### config.mk
export PLATFORM = sky130hd
export DESIGN_NAME = fsm_cmd_sequencer
export DESIGN_NICKNAME = d
export VERILOG_FILES = /design/src/rtl/fsm_cmd_sequencer.sv
export SDC_FILE = /design/constraint.sdc
export NUM_CORES = 1
export LEC_CHECK = 0
export CAP_MARGIN = 0
export CELL_PAD_IN_SITES_DETAIL_PLACEMENT = 0
export CELL_PAD_IN_SITES_GLOBAL_PLACEMENT = 1
export CORE_AREA = 2 2 39 41
export CTS_CLUSTER_DIAMETER = 30
export DETAILED_ROUTE_END_ITERATION = 6
export DIE_AREA = 0 0 41 43
export DONT_BUFFER_PORTS = 1
export GPL_TIMING_DRIVEN = 0
export PLACE_DENSITY_LB_ADDON = 0.12
export SYNTH_ARGS = -nofsm -noshare
export SYNTH_HDL_FRONTEND = slang
export SYNTH_SLANG_ARGS = --single-unit
### constraint.sdc
create_clock -name clk -period 2.2 [get_ports clk]
set_input_delay 0.44 -clock clk [delete_from_list [all_inputs] [get_ports clk]]
set_output_delay 0.44 -clock clk [all_outputs]
set_load 0.01 [all_outputs]
### src/rtl/fsm_cmd_sequencer.sv
// fsm_cmd_sequencer: host-side command driver for fsm_core.
// Accepts one control command at a time. It drives the command onto fsm_in,
// then watches fsm_state until the command's target state appears. It then
// returns a status response.
// Optional feature macro: FSM_SEQ_TIMEOUT_EN. When it is defined, a bounded
// wait is compiled in, and a TIMEOUT status is reported after TIMEOUT_CYCLES
// cycles spent in S_WAIT.
//
// Handshakes: a transfer happens on a rising edge where valid && ready are
// both high. The sequencer never waits on cmd_valid before raising cmd_ready.
// Once resp_valid rises, resp_status and resp_state hold stable until the
// edge on which resp_ready is also high.
module fsm_cmd_sequencer #(
  parameter int TIMEOUT_CYCLES = 16
) (
  input  logic       clk,
  input  logic       reset,
  input  logic       cmd_valid,
  output logic       cmd_ready,
  input  logic [1:0] cmd_code,
  output logic [1:0] fsm_in,
  input  logic [1:0] fsm_state,
  output logic       resp_valid,
  input  logic       resp_ready,
  output logic [1:0] resp_status,
  output logic [1:0] resp_state,
  output logic       busy
);

  typedef enum logic [1:0] {
    S_IDLE = 2'd0,
    S_WAIT = 2'd1,
    S_RESP = 2'd2
  } state_t;

  localparam logic [1:0] ST_OK      = 2'b00;
  localparam logic [1:0] ST_TIMEOUT = 2'b01;
  localparam logic [1:0] ST_ILLEGAL = 2'b10;
  localparam logic [1:0] CMD_ILLEGAL = 2'b11;

  // Elaboration-time guard on the legal range of the timeout length.
  if (TIMEOUT_CYCLES < 1) begin : g_bad_timeout
    $error("fsm_cmd_sequencer: TIMEOUT_CYCLES must be >= 1");
  end

  state_t     state_q, state_d;
  logic [1:0] fsm_in_q, fsm_in_d;
  logic [1:0] target_q, target_d;
  logic [1:0] status_q, status_d;
  logic [1:0] rstate_q, rstate_d;

`ifdef FSM_SEQ_TIMEOUT_EN
  localparam int CW = $clog2(TIMEOUT_CYCLES + 1);
  localparam logic [CW-1:0] CNT_LAST = CW'(TIMEOUT_CYCLES - 1);
  logic [CW-1:0] cnt_q, cnt_d;
`endif

  assign cmd_ready   = (state_q == S_IDLE);
  assign resp_valid  = (state_q == S_RESP);
  assign busy        = (state_q != S_IDLE);
  assign fsm_in      = fsm_in_q;
  assign resp_status = status_q;
  assign resp_state  = rstate_q;

  // Next-state and datapath: accept, wait for the target state, then respond.
  always_comb begin
    state_d  = state_q;
    fsm_in_d = fsm_in_q;
    target_d = target_q;
    status_d = status_q;
    rstate_d = rstate_q;
`ifdef FSM_SEQ_TIMEOUT_EN
    cnt_d    = cnt_q;
`endif
    case (state_q)
      S_IDLE: begin
        if (cmd_valid && cmd_ready) begin
          if (cmd_code == CMD_ILLEGAL) begin
            // The illegal code never reaches the FSM; fsm_in keeps the last legal command.
            status_d = ST_ILLEGAL;
            rstate_d = fsm_state;
            state_d  = S_RESP;
          end else begin
            // Each legal code names its own target state.
            fsm_in_d = cmd_code;
            target_d = cmd_code;
`ifdef FSM_SEQ_TIMEOUT_EN
            cnt_d    = '0;
`endif
            state_d  = S_WAIT;
          end
        end
      end
      S_WAIT: begin
        // A match takes priority over the limit, so a late match still reports OK.
        if (fsm_state == target_q) begin
          status_d = ST_OK;
          rstate_d = fsm_state;
          state_d  = S_RESP;
        end
`ifdef FSM_SEQ_TIMEOUT_EN
        else if (cnt_q == CNT_LAST) begin
          status_d = ST_TIMEOUT;
          rstate_d = fsm_state;
          state_d  = S_RESP;
        end else begin
          // The limit check comes first, so the counter never wraps.
          cnt_d = cnt_q + CW'(1);
        end
`endif
      end
      S_RESP: begin
        if (resp_valid && resp_ready) begin
          state_d = S_IDLE;
        end
      end
      default: state_d = S_IDLE;
    endcase
  end

  // State and datapath registers. A synchronous reset drops any
  // in-flight work and forces the FSM command back to IDLE.
  always_ff @(posedge clk) begin
    if (!reset) begin
      state_q  <= S_IDLE;
      fsm_in_q <= 2'b00;
      target_q <= 2'b00;
      status_q <= 2'b00;
      rstate_q <= 2'b00;
`ifdef FSM_SEQ_TIMEOUT_EN
      cnt_q    <= '0;
`endif
    end else begin
      state_q  <= state_d;
      fsm_in_q <= fsm_in_d;
      target_q <= target_d;
      status_q <= status_d;
      rstate_q <= rstate_d;
`ifdef FSM_SEQ_TIMEOUT_EN
      cnt_q    <= cnt_d;
`endif
    end
  end

endmodule

# Yosys cells after proc, flatten, opt, wreduce, memory -nomap -nowiden
# Cells that the tools add are included.
op_classes:
  bitwise: 1
  n_mux: 13
  n_eq_ne: 8
  n_reduce_logical: 8
ops:
  columns: ["cell", "n"]
  rows:
  - ["2-bit two-way mux", 10]
  - ["2-bit case mux with 2 select lines", 2]
  - ["2-bit by 1-bit inequality test with 1-bit output (second input constant)", 3]
  - ["2-bit case mux with 3 select lines", 1]
  - ["3-bit AND reduction", 2]
  - ["2-bit == test (second input constant)", 2]
  - ["4-bit AND reduction", 1]
  - ["2-bit nonzero test", 2]
  - ["2-bit by 1-bit == test with 1-bit output (second input constant)", 1]
  - ["2-bit == test", 1]
  - ["1-bit logical AND", 2]
  - ["2-bit zero test", 1]
  - ["2-bit inequality test (second input constant)", 1]
  - ["1-bit NOT", 1]
word_totals:
  ff_bits: 8
  output_inout_bits: 9

# Logic depth before layout (Yosys ltp)
depth:
  ltp_word: 4
  mapped_depth: 4

# Worst setup path after synthesis
# OpenSTA, ideal clock, no wires.
synth_path:
  kind: "input port to flip-flop"
  startpoint: "input fsm_state[0]"
  endpoint: "register rstate_q[0], in the netlist resp_state[0]"
  stages: 4
  required_ns: 2.128
  path_slack_ns: 0.991
  path_buffers: 0
  setup_ns: 0.072
  t_arrival_ns: 1.137
  cell_sequence: "xnor2_1 > nand2_1 > a211oi_2 > mux2i_1"
synth_via:
  elab_chain_cells: 3
synth_rtl:
  columns: ["item", "line", "rtl"]
  rows:
  - ["start, declared", "22", "input logic [1:0] fsm_state,"]
  - ["2-bit == test or 2-bit two-way mux (tied branches)", "96, 78", null]
  - ["2-bit inequality test (no source line) or 2-bit two-way mux (tied branches)", null, null]
  - ["4-bit AND reduction (no source line) or 2-bit case mux with 2 select lines (tied branches)", null, null]
  - ["end signal, assigned", "138", "rstate_q <= rstate_d;"]
  - ["end, declared", "50", "logic [1:0] rstate_q, rstate_d;"]
# Several ways; a longest one is shown, not always the timed one. The select of a mux whose other input is x is not followed.
# A chain may end at the register's enable or synchronous reset.

# Final worst setup path
layout_path:
  startpoint: "register state_q[1]"
  endpoint: "output busy"
layout_via:
  elab_chain_cells: 1
layout_rtl:
  columns: ["item", "line", "rtl"]
  rows:
  - ["start, declared", "46", "state_t state_q, state_d;"]
  - ["start signal, assigned", "134", "state_q <= state_d;"]
  - ["2-bit nonzero test", "60", "assign busy = (state_q != S_IDLE);"]
  - ["end, declared", "27", "output logic busy"]
# Every way passes these cells.

==> flow_summary.json <==
{
  "track_usage_pct": 9.26,
  "fin_util_pct": 28.1,
  "worst_path_largest_cell_delay_ns": 0.36,
  "path_buf_inv": 1,
  "place.gp.congestion": 0.623,
  "dp_hpwl_um": 567,
  "die_y_um": 43,
  "critPathLaunchType": "flop",
  "drv_cap": 0,
  "rows": 14,
  "end_kind": "output pin",
  "holdBufCountCts": 0,
  "postSynthAreaPerCell_um2": 9.02,
  "vias_per_cell": 4.60,
  "finalWirelength_um": 678,
  "critPathRequiredTime_ns": 1.76,
  "yosysMostFrequentCell": "dfxtp_1",
  "crit_arrival_ns": 1.03,
  "pin_count": 17,
  "final-setup-viol-count": 0,
  "clk_pin_slew_worst_paths_ns": 0.05,
  "synth_cells": 38,
  "wl_per_cell_um": 11.7,
  "instances_no_fill": 58,
  "seq_area_frac_synth_pct": 40.9,
  "rsz0062_at_grt": "no",
  "n_fill_cell": 156,
  "drc": 0,
  "port_buffers": 0,
  "path_class": "reg2out",
  "drtIter0Drc": 0,
  "drive_above_1_share_pct": 11.9,
  "synth_edf_count": 0,
  "synth_ff_type": "dfxtp_1",
  "max_freq_ghz": 0.678,
  "async_flop_share_pct": 0,
  "ant_nets": 0,
  "clkSinkCount": 7,
  "synth_top_area_share_pct": 40.9,
  "post-route-period-util_pct": 67.0,
  "hold_start": "reset",
  "synth_fp_nets": 46,
  "finalMaxSlewViolations": 0,
  "cts_tree": "built",
  "status": "completed",
  "period_minus_slack_ns": 1.47,
  "synth_area_leaders": "dfxtp_1, mux2i_1, nand2_1, nor2b_1, xnor2_1",
  "netlist_area_um2": 343,
  "vdd_drop_max_uv": 261,
  "crit_slowest_cell": "dfxtp_1",
  "ys_seq_elements": 7,
  "finalPower_uw": 323,
  "die_w_um": 41,
  "cp_top_family": "flip-flops",
  "insertedDiodeCount": 0,
  "clock-skew-final_ns": 0.00558,
  "hold_path.class": "in2reg",
  "grt_max_degree": 10,
  "design.die.area_um2": 1760,
  "nets": 51,
  "clock_latency_ns": 0.25,
  "start_util_pct": 24.8,
  "p_leak_uw": 0.000161,
  "synth_common_cells": "dfxtp_1, nand2_1, mux2i_1, nor2b_1",
  "syn_to_final_growth_pct": 13.5,
  "cts_root_buf": "clkbuf_4",
  "path_max_fanout": 7,
  "hold_violations": 0,
  "cts_buffers": 3,
  "powerDensity_nw_per_um2": 831,
  "dp_cells": 54,
  "cts.path.max_buffers": 2,
  "grt_pass1_wl_um": 1000,
  "core_area_um2": 1380,
  "yosysUniqueCellTypes": 19,
  "antenna_found_initial": 0,
  "synth_top_area_cell": "dfxtp_1",
  "vias": 267,
  "cts_max_level": 1,
  "r2r-start": "target_q[0]$_SDFFE_PN0P_",
  "path_cells": "nor2_1, inv_1",
  "drt_pre_antenna_iters": 1,
  "yosys_warnings": 0,
  "grt_pass1_vias": 259,
  "post_cts_buffers": 0,
  "setup.worst_path.start": "state_q[1]$_SDFFE_PN0P_",
  "grt_overflow_total": 0,
  "finalSetupTns_ns": 0,
  "ctsResizeCount": 0
}
==> routing by layer <==
layer,up-vias,routed length (um),track usage [%]
met4,0,0,8.00
met2,11,320,11.9
met1,119,276,8.74
met3,0,82,7.85
li1,137,-,-
met5,-,0,0
==> layout make-up <==
cell class              instances  area (um^2)  share of cell area, %
inverters                       2         7.51                   1.93
multi-input cells              28          188                   48.2
well taps                      16         20.0                   5.14
plain buffers                   1         7.51                   1.93
flip-flops and latches          7          140                   36.0
clock buffers                   4         26.3                   6.75
==> where the power goes <==
part | switching [uW] | total (uW) | internal [uW]
logic | 26.9 | 51.6 | 24.8
clock network | 46.2 | 115 | 69.2
registers | 17.0 | 156 | 139
==> flip-flops by register name, indices dropped and copies added (netlist names) <==
signal / flops
resp_status: 1
target_q: 2
resp_state: 2
state_q: 2
==> worst register-to-register path: stages, from the launching register on <==
cell      delay [ns]
dfxtp_1         0.42
xnor2_1         0.14
nand2_1         0.12
a211oi_2        0.33
mux2i_1         0.22
==> path summary, 6_finish.rpt <==
check	slack [ns]	end	depth (start not counted)
worst max-delay path	0.73	busy	2
worst min-delay path	0.33	target_q[1]$_SDFFE_PN0P_	1
worst max register to register	0.90	resp_state[0]$_SDFFE_PN0P_	4
worst min register to register	0.51	resp_state[0]$_SDFFE_PN0P_	2
==> placed cells by master, fill, tap and decap left out <==
master and instances:
dfxtp_1 7, nand2_1 6, mux2i_1 4, nor2b_1 3, clkbuf_4 3, inv_1 2, xnor2_1 2, a21boi_0 2
nor2_1 1, nand3_1 1, a31oi_1 1, a211oi_2 1, nor3b_1 1, o21bai_1 1, o21ai_0 1, nand3b_1 1
o2bb2ai_1 1, and3_1 1, buf_4 1, conb_1 1, clkbuf_1 1
==> stage by stage <==
step                hold slack, ns  setup slack, ns  instance area (um^2)
floorplan                    0.479            0.991                   343
global placement             0.500            0.904                   363
detailed placement           0.511            0.875                   363
CTS                          0.315            0.705                   389
global route                 0.320            0.666                   389
finish                       0.328            0.726                   389
==> cells by family after synthesis <==
kind of cell              Yosys count  synth area share, %
other                               1                 1.09
and+or+nand+nor                    14                 20.8
muxes                               4                 11.7
AOI/OAI and AO/OA                   7                 16.1
DFF                                 7                 40.9
buffers and inverters               3                 4.38
xor gates and xnor gates            2                 5.11
Note: power is estimated with default switching activity, not from simulation.
